## src/rtl/tdm_pkg.sv

```systemverilog
// tdm_pkg: shared types and constants for the tdm_demux_4 receive path.
// Slot encodings, FSM states and a last-slot helper.
package tdm_pkg;

    localparam int NUM_SLOTS = 4;
    localparam int SLOT_W    = 2;

    typedef enum logic {
        HUNT   = 1'b0,
        LOCKED = 1'b1
    } state_e;

    localparam logic [SLOT_W-1:0] SLOT0 = 2'd0;
    localparam logic [SLOT_W-1:0] SLOT1 = 2'd1;
    localparam logic [SLOT_W-1:0] SLOT2 = 2'd2;
    localparam logic [SLOT_W-1:0] SLOT3 = 2'd3;

    function automatic logic is_last(
        input logic [SLOT_W-1:0] s
    );
        return s == SLOT3;
    endfunction

endpackage

```

## src/rtl/tdm_demux_4_slot_counter.sv

```systemverilog
// slot_counter: modulo-4 slot index for the demux.
// Load forces slot 01 (sync sample is slot 0), inc advances, else hold.
module slot_counter
    import tdm_pkg::*;
(
    input  logic              clk,
    input  logic              rst_n,
    input  logic              load_i,
    input  logic              inc_i,
    output logic [SLOT_W-1:0] slot_o,
    output logic              s1_o,
    output logic              s0_o
);

    logic [SLOT_W-1:0] slot_q;
    logic [SLOT_W-1:0] slot_d;

    // Next slot: load has priority over increment; idle holds.
    always_comb begin
        slot_d = slot_q;
        if (load_i) begin
            slot_d = SLOT1;
        end else if (inc_i) begin
            slot_d = slot_q + 1'b1;
        end
    end

    // Slot register, cleared to slot 0 on reset.
    always_ff @(posedge clk or negedge rst_n) begin
        if (!rst_n) begin
            slot_q <= SLOT0;
        end else begin
            slot_q <= slot_d;
        end
    end

    assign slot_o = slot_q;
    assign s1_o   = slot_q[1];
    assign s0_o   = slot_q[0];

endmodule

```

## src/rtl/tdm_demux_4.sv

```systemverilog
// tdm_demux_4: splits a 4-slot TDM stream into four channels.
// Locks on frame_sync, buffers slots 0..2, publishes whole frames.
module tdm_demux_4
    import tdm_pkg::*;
#(
    parameter int WIDTH = 1
) (
    input  logic             clk,
    input  logic             rst_n,
    input  logic [WIDTH-1:0] din,
    input  logic             din_valid,
    input  logic             frame_sync,
    output logic [WIDTH-1:0] y0,
    output logic [WIDTH-1:0] y1,
    output logic [WIDTH-1:0] y2,
    output logic [WIDTH-1:0] y3,
    output logic             frame_valid,
    output logic             s1,
    output logic             s0,
    output logic             locked,
    output logic             sync_err
);

    state_e            state_q;
    state_e            state_d;
    logic [SLOT_W-1:0] slot;
    logic              load;
    logic              inc;
    logic              publish;
    logic              err;
    logic              locked_q;
    logic              fv_q;
    logic              err_q;
    logic [WIDTH-1:0]  y_q [NUM_SLOTS];
    // Slot 3 goes straight to y3, so only slots 0..2 are buffered.
    logic [WIDTH-1:0]  shadow_q [NUM_SLOTS-1];

    slot_counter u_slot (
        .clk    (clk),
        .rst_n  (rst_n),
        .load_i (load),
        .inc_i  (inc),
        .slot_o (slot),
        .s1_o   (s1),
        .s0_o   (s0)
    );

    // Decode the accepted sample into counter, buffer and publish actions.
    always_comb begin
        state_d = state_q;
        load    = 1'b0;
        inc     = 1'b0;
        publish = 1'b0;
        err     = 1'b0;
        unique case (state_q)
            HUNT: begin
                if (din_valid && frame_sync) begin
                    load    = 1'b1;
                    state_d = LOCKED;
                end
            end
            LOCKED: begin
                if (din_valid) begin
                    if (frame_sync) begin
                        load = 1'b1;
                        err  = (slot != SLOT0);
                    end else begin
                        inc     = 1'b1;
                        publish = is_last(slot);
                    end
                end
            end
        endcase
    end

    // Shadow buffer: sync sample lands in slot 0, others at the slot index.
    always_ff @(posedge clk or negedge rst_n) begin
        if (!rst_n) begin
            for (int i = 0; i < NUM_SLOTS - 1; i++) begin
                shadow_q[i] <= '0;
            end
        end else begin
            for (int i = 0; i < NUM_SLOTS - 1; i++) begin
                if ((load && i == 0) ||
                    (inc && slot == SLOT_W'(i))) begin
                    shadow_q[i] <= din;
                end
            end
        end
    end

    // FSM with registered status pulses and the published channel set.
    always_ff @(posedge clk or negedge rst_n) begin
        if (!rst_n) begin
            state_q  <= HUNT;
            locked_q <= 1'b0;
            fv_q     <= 1'b0;
            err_q    <= 1'b0;
            for (int i = 0; i < NUM_SLOTS; i++) begin
                y_q[i] <= '0;
            end
        end else begin
            state_q  <= state_d;
            locked_q <= (state_d == LOCKED);
            fv_q     <= publish;
            err_q    <= err;
            if (publish) begin
                y_q[0] <= shadow_q[0];
                y_q[1] <= shadow_q[1];
                y_q[2] <= shadow_q[2];
                y_q[3] <= din;
            end
        end
    end

    assign y0          = y_q[0];
    assign y1          = y_q[1];
    assign y2          = y_q[2];
    assign y3          = y_q[3];
    assign frame_valid = fv_q;
    assign locked      = locked_q;
    assign sync_err    = err_q;

endmodule
```

## config.mk

```make
export PLATFORM = sky130hd
export DESIGN_NAME = tdm_demux_4
export DESIGN_NICKNAME = d
export VERILOG_FILES = /design/src/rtl/tdm_pkg.sv /design/src/rtl/tdm_demux_4_slot_counter.sv /design/src/rtl/tdm_demux_4.sv
export SDC_FILE = /design/constraint.sdc
export NUM_CORES = 1
export LEC_CHECK = 0
export ABC_CLOCK_PERIOD_IN_PS = 1600
export BUFFER_PORTS_ARGS = -buffer_cell sky130_fd_sc_hd__buf_2
export CORE_UTILIZATION = 43
export DETAILED_ROUTE_END_ITERATION = 10
export HOLD_SLACK_MARGIN = 0.05
export PLACE_DENSITY_LB_ADDON = 0.15
export SKIP_LAST_GASP = 1
export SLEW_MARGIN = 25
export SYNTH_ARGS = -nofsm -noshare
export SYNTH_HDL_FRONTEND = slang
export SYNTH_SLANG_ARGS = --single-unit
```

## constraint.sdc

```tcl
create_clock -name clk -period 1.6 [get_ports clk]
set_input_delay 0.32 -clock clk [delete_from_list [all_inputs] [get_ports clk]]
set_output_delay 0.32 -clock clk [all_outputs]
set_load 0.01 [all_outputs]
```

==> metrics.log <==
[metrics] result of the run: finished, final reports clean
[metrics] Post-Route Setup TNS: 0 ps
[metrics] pwr/cell area: approximately 1300 nW/µm²
[metrics] number of cells on the worst reg-to-reg path: 3
[metrics] Warnings, synthesis: 0
[metrics] starting density of the core: between 40% and 50%
[metrics] total standard cell area after synthesis: between 500 and 600 µm²
[metrics] Pins Over Slew Limit: 0
[metrics] Clock Root Buffer: sky130_fd_sc_hd__clkbuf_4
[metrics] height of the die: between 30 and 40 µm
[metrics] transition time of the tightest slew-check pin: ~340 ps
[metrics] core region area: 1170 µm²
[metrics] CP startpoint: u_slot.slot_o[0]$_DFFE_PN0P_
[metrics] total placed cells including tap cells: between 60 and 70
[metrics] count of filler cells inserted in the layout: 102
[metrics] Async SR Flop Fraction: 100%
[metrics] total I/O pin count: 14
[metrics] violation count after the first detailed-routing iteration: 2
[metrics] Vias: 382
[metrics] sort of element at the end of the critical path: flip-flop
[metrics] r2r endpoint: y0$_DFFE_PN0P_
[metrics] final setup vio count: 0
[metrics] router iterations before antenna repair: 2
[metrics] critical path start-end classification: flip-flop to flip-flop
[metrics] count of mapped cells out of synthesis: between 40 and 50
[metrics] drt via density: ~5.2
[metrics] Cell Count, Final, Fillers Out: between 70 and 80
[metrics] Tcrit/Tclk final: a little over four fifths
[metrics] count leader, synth: sky130_fd_sc_hd__dfrtp_1
[metrics] maximum vdd ir drop: 541 µV
[metrics] die area: 1480 µm²
[metrics] post-place instance area: roughly 630 µm²
[metrics] number of buffers created by CTS: 3
[metrics] mean post-synth cell area: between 10 and 15 µm²
[metrics] CTS H-tree depth: 1
[metrics] Die Width: a little under 40 µm
[metrics] number of maximum-capacitance constraint violations: 0
[metrics] final weighted congestion of routability-driven global placement: slightly below 0.7
[metrics] minimum clock period: 1350 ps
[metrics] data arrival time at the worst-slack endpoint: 1500 ps
[metrics] proportion of layout cells with a drive suffix above 1: between 30% and 40%
[metrics] total of hold buffers inserted after clock tree synthesis: 1
[metrics] top cells by area, synth: sky130_fd_sc_hd__dfrtp_1 (52%), sky130_fd_sc_hd__ha_1 (8.7%), sky130_fd_sc_hd__mux2_2 (7.9%), sky130_fd_sc_hd__nand4b_1 (4.6%), sky130_fd_sc_hd__mux2_1 (3.9%)
[metrics] final layout net count: 70
[metrics] layout overhead on the synthesized area: 18.3%
[metrics] achievable frequency: about 0.74 GHz
[metrics] count of antenna-violating nets left after detailed routing: 0
[metrics] FF+latch area: between 300 and 400 µm²
[metrics] syn nets: 54
[metrics] number of placement rows: 12
[metrics] sw frac: between 20% and 30%
[metrics] clock skew: between 4 and 5 ps
[metrics] via count of the first global-routing pass: about 400
[metrics] relative contribution of sequential cells to total power: between 40 and 50%
[metrics] ys flop type: sky130_fd_sc_hd__dfrtp_1
[metrics] maximum root-to-sink buffer count: 2
[metrics] worst hold path class: input port to flip-flop
[metrics] antenna violations before repair: 0
[metrics] worst flop-to-flop path startpoint: u_slot.slot_o[0]$_DFFE_PN0P_
[metrics] worst setup margin: about 250 ps
[metrics] total count of hold-check failures in the final report: 0
[metrics] cell accounting for the most synthesized area: sky130_fd_sc_hd__dfrtp_1
[metrics] buffer count from post-CTS setup fixing: 0
[metrics] worst setup path endpoint: y0$_DFFE_PN0P_
[metrics] final non-filler cell area: between 600 and 700 µm²
[metrics] # resized after CTS: 0
[metrics] Max-Slew Margin vs Limit: between 70 and 80%
[metrics] # DRC: 0
[metrics] unrepaired setup endpoints after global routing: no
[metrics] sequential fraction of the synthesis area: between 50% and 60%
[metrics] number of diodes: 0
[metrics] Clock Sink Count: 12
[metrics] P_sw: 0.250 mW
[metrics] number of distinct library cell variants in the gate-level netlist after synthesis: 20
[metrics] pre-CTS worst setup slack: approximately 250 ps
[metrics] largest net degree at the start of global routing: 13
[metrics] clock-pin transition on the worst setup and hold timing paths: 80 ps
[metrics] leading post-synthesis cells by instance count: sky130_fd_sc_hd__dfrtp_1 (12), sky130_fd_sc_hd__ha_1 (4), sky130_fd_sc_hd__mux2_2 (4), sky130_fd_sc_hd__inv_1 (3), sky130_fd_sc_hd__nand4b_1 (3)
[metrics] overall fraction of global-route tracks in use: between 10% and 20%
[metrics] required time at the endpoint of the critical path: 1750 ps
[metrics] cell internal power dissipation: roughly 0.65 mW
[metrics] worst setup slack for register-to-register paths: ~250 ps
[metrics] area share of the largest cell type after synthesis: a little over half
[metrics] number of synthesized flops with an enable pin: 0
[metrics] global route overflow: 0
[metrics] multi-input logic area: 238 µm²
[metrics] clock tree from TritonCTS: yes
[metrics] register bit count reported by yosys: 12
[metrics] startpoint kind of the worst setup timing path: flip-flop
[metrics] Gate power share: about a quarter
[metrics] clock power share: 26.2%
[metrics] Total Wirelength: approximately 920 µm
[metrics] IO buf count: 13
[metrics] routed wirelength normalized by instance count: 12.4 µm
[metrics] critical-path maximum fanout: 7
[metrics] clock latency on the worst-skew pair: approximately 260 ps
[metrics] Static Leak: ~0.34 nW
[metrics] global-route wire length before repair: between 1500 and 2000 µm
kinds of logic (layout without fill, tap and decap cells):
logic type	after synthesis	after routing	synth area share [%]
compound gates	5	5	6.55
fa+ha+maj	4	4	8.73
simple gates	12	12	14.4
mux	6	6	11.8
buf+inv	6	21	6.11
flops	12	12	52.4
through the flow:
stage | util (%) | hold WS (ps) | power [mW]
final | 57.9 | 310 | 0.901
after global routing | 57.9 | 324 | 0.969
after CTS | 57.9 | 313 | 0.913
after detailed placement | 54.0 | 213 | 0.675
after global placement | 54.0 | 209 | 0.669
after floorplan | - | 24.4 | 0.584
sequential cells by signal, indices dropped and copies added (netlist names):
register       count
frame_valid        1
locked             1
shadow_q           3
sync_err           1
u_slot.slot_o      2
y0                 1
y1                 1
y2                 1
y3                 1
power groups by stage:
stage	logic [mW]	registers [mW]	clock network, mW
floorplan	0.116	0.468	0
finish	0.228	0.437	0.236
global route	0.259	0.452	0.258
global placement	0.229	0.440	0
CTS	0.233	0.439	0.242
detailed placement	0.230	0.445	0
worst max-delay path, stage by stage, from the launching register on:
cell and delay (ps):
sky130_fd_sc_hd__dfrtp_1 450, sky130_fd_sc_hd__ha_1 200, sky130_fd_sc_hd__nand4b_1 210, sky130_fd_sc_hd__mux2_2 360
cell type report:
class	instances	share of cell area (%)
flip-flops and latches	12	44.3
multi-input cells	27	35.1
repair buffers	14	11.1
clock buffers	4	5.35
well taps	14	2.58
inverters	3	1.66
how the worst min path moves through the flow:
stage	cells past startpoint	to	from	slack, ps
2_1_floorplan	0	frame_valid$_DFF_PN0_	rst_n	20
3_3_place_gp	1	y2$_DFFE_PN0P_	rst_n	210
3_5_place_dp	1	y2$_DFFE_PN0P_	rst_n	210
4_1_cts	2	shadow_q[0]$_DFFE_PN0P_	din	310
5_1_grt	2	shadow_q[0]$_DFFE_PN0P_	din	320
6_report	2	shadow_q[0]$_DFFE_PN0P_	din	310
routing by layer:
metal	wire, µm	part of all wire [%]	track usage (%)	up-vias
met5	0	0	0	-
met4	0	0	5.17	0
met3	41	4.5	3.49	0
met2	419	46	27.1	11
met1	453	50	22.9	180
li1	-	-	-	191
placed cells by master (no fill, tap or decap), drive strengths merged:
| cell | netlist | final |
|---|---|---|
| ha | 4 | 4 |
| nand4b | 3 | 3 |
| a21o | 1 | 1 |
| dlygate4sd3 | 0 | 1 |
| nor2 | 1 | 1 |
| o221ai | 1 | 1 |
| mux2 | 6 | 6 |
| inv | 3 | 3 |
| nor3 | 2 | 2 |
| o2bb2ai | 1 | 1 |
| and4b | 2 | 2 |
| dfrtp | 12 | 12 |
| clkbuf | 0 | 4 |
| a21oi | 1 | 1 |
| nand2 | 1 | 1 |
| nand3 | 2 | 2 |
| a21boi | 1 | 1 |
| buf | 3 | 13 |
| or3b | 1 | 1 |
(Power assumes the default switching activity.)
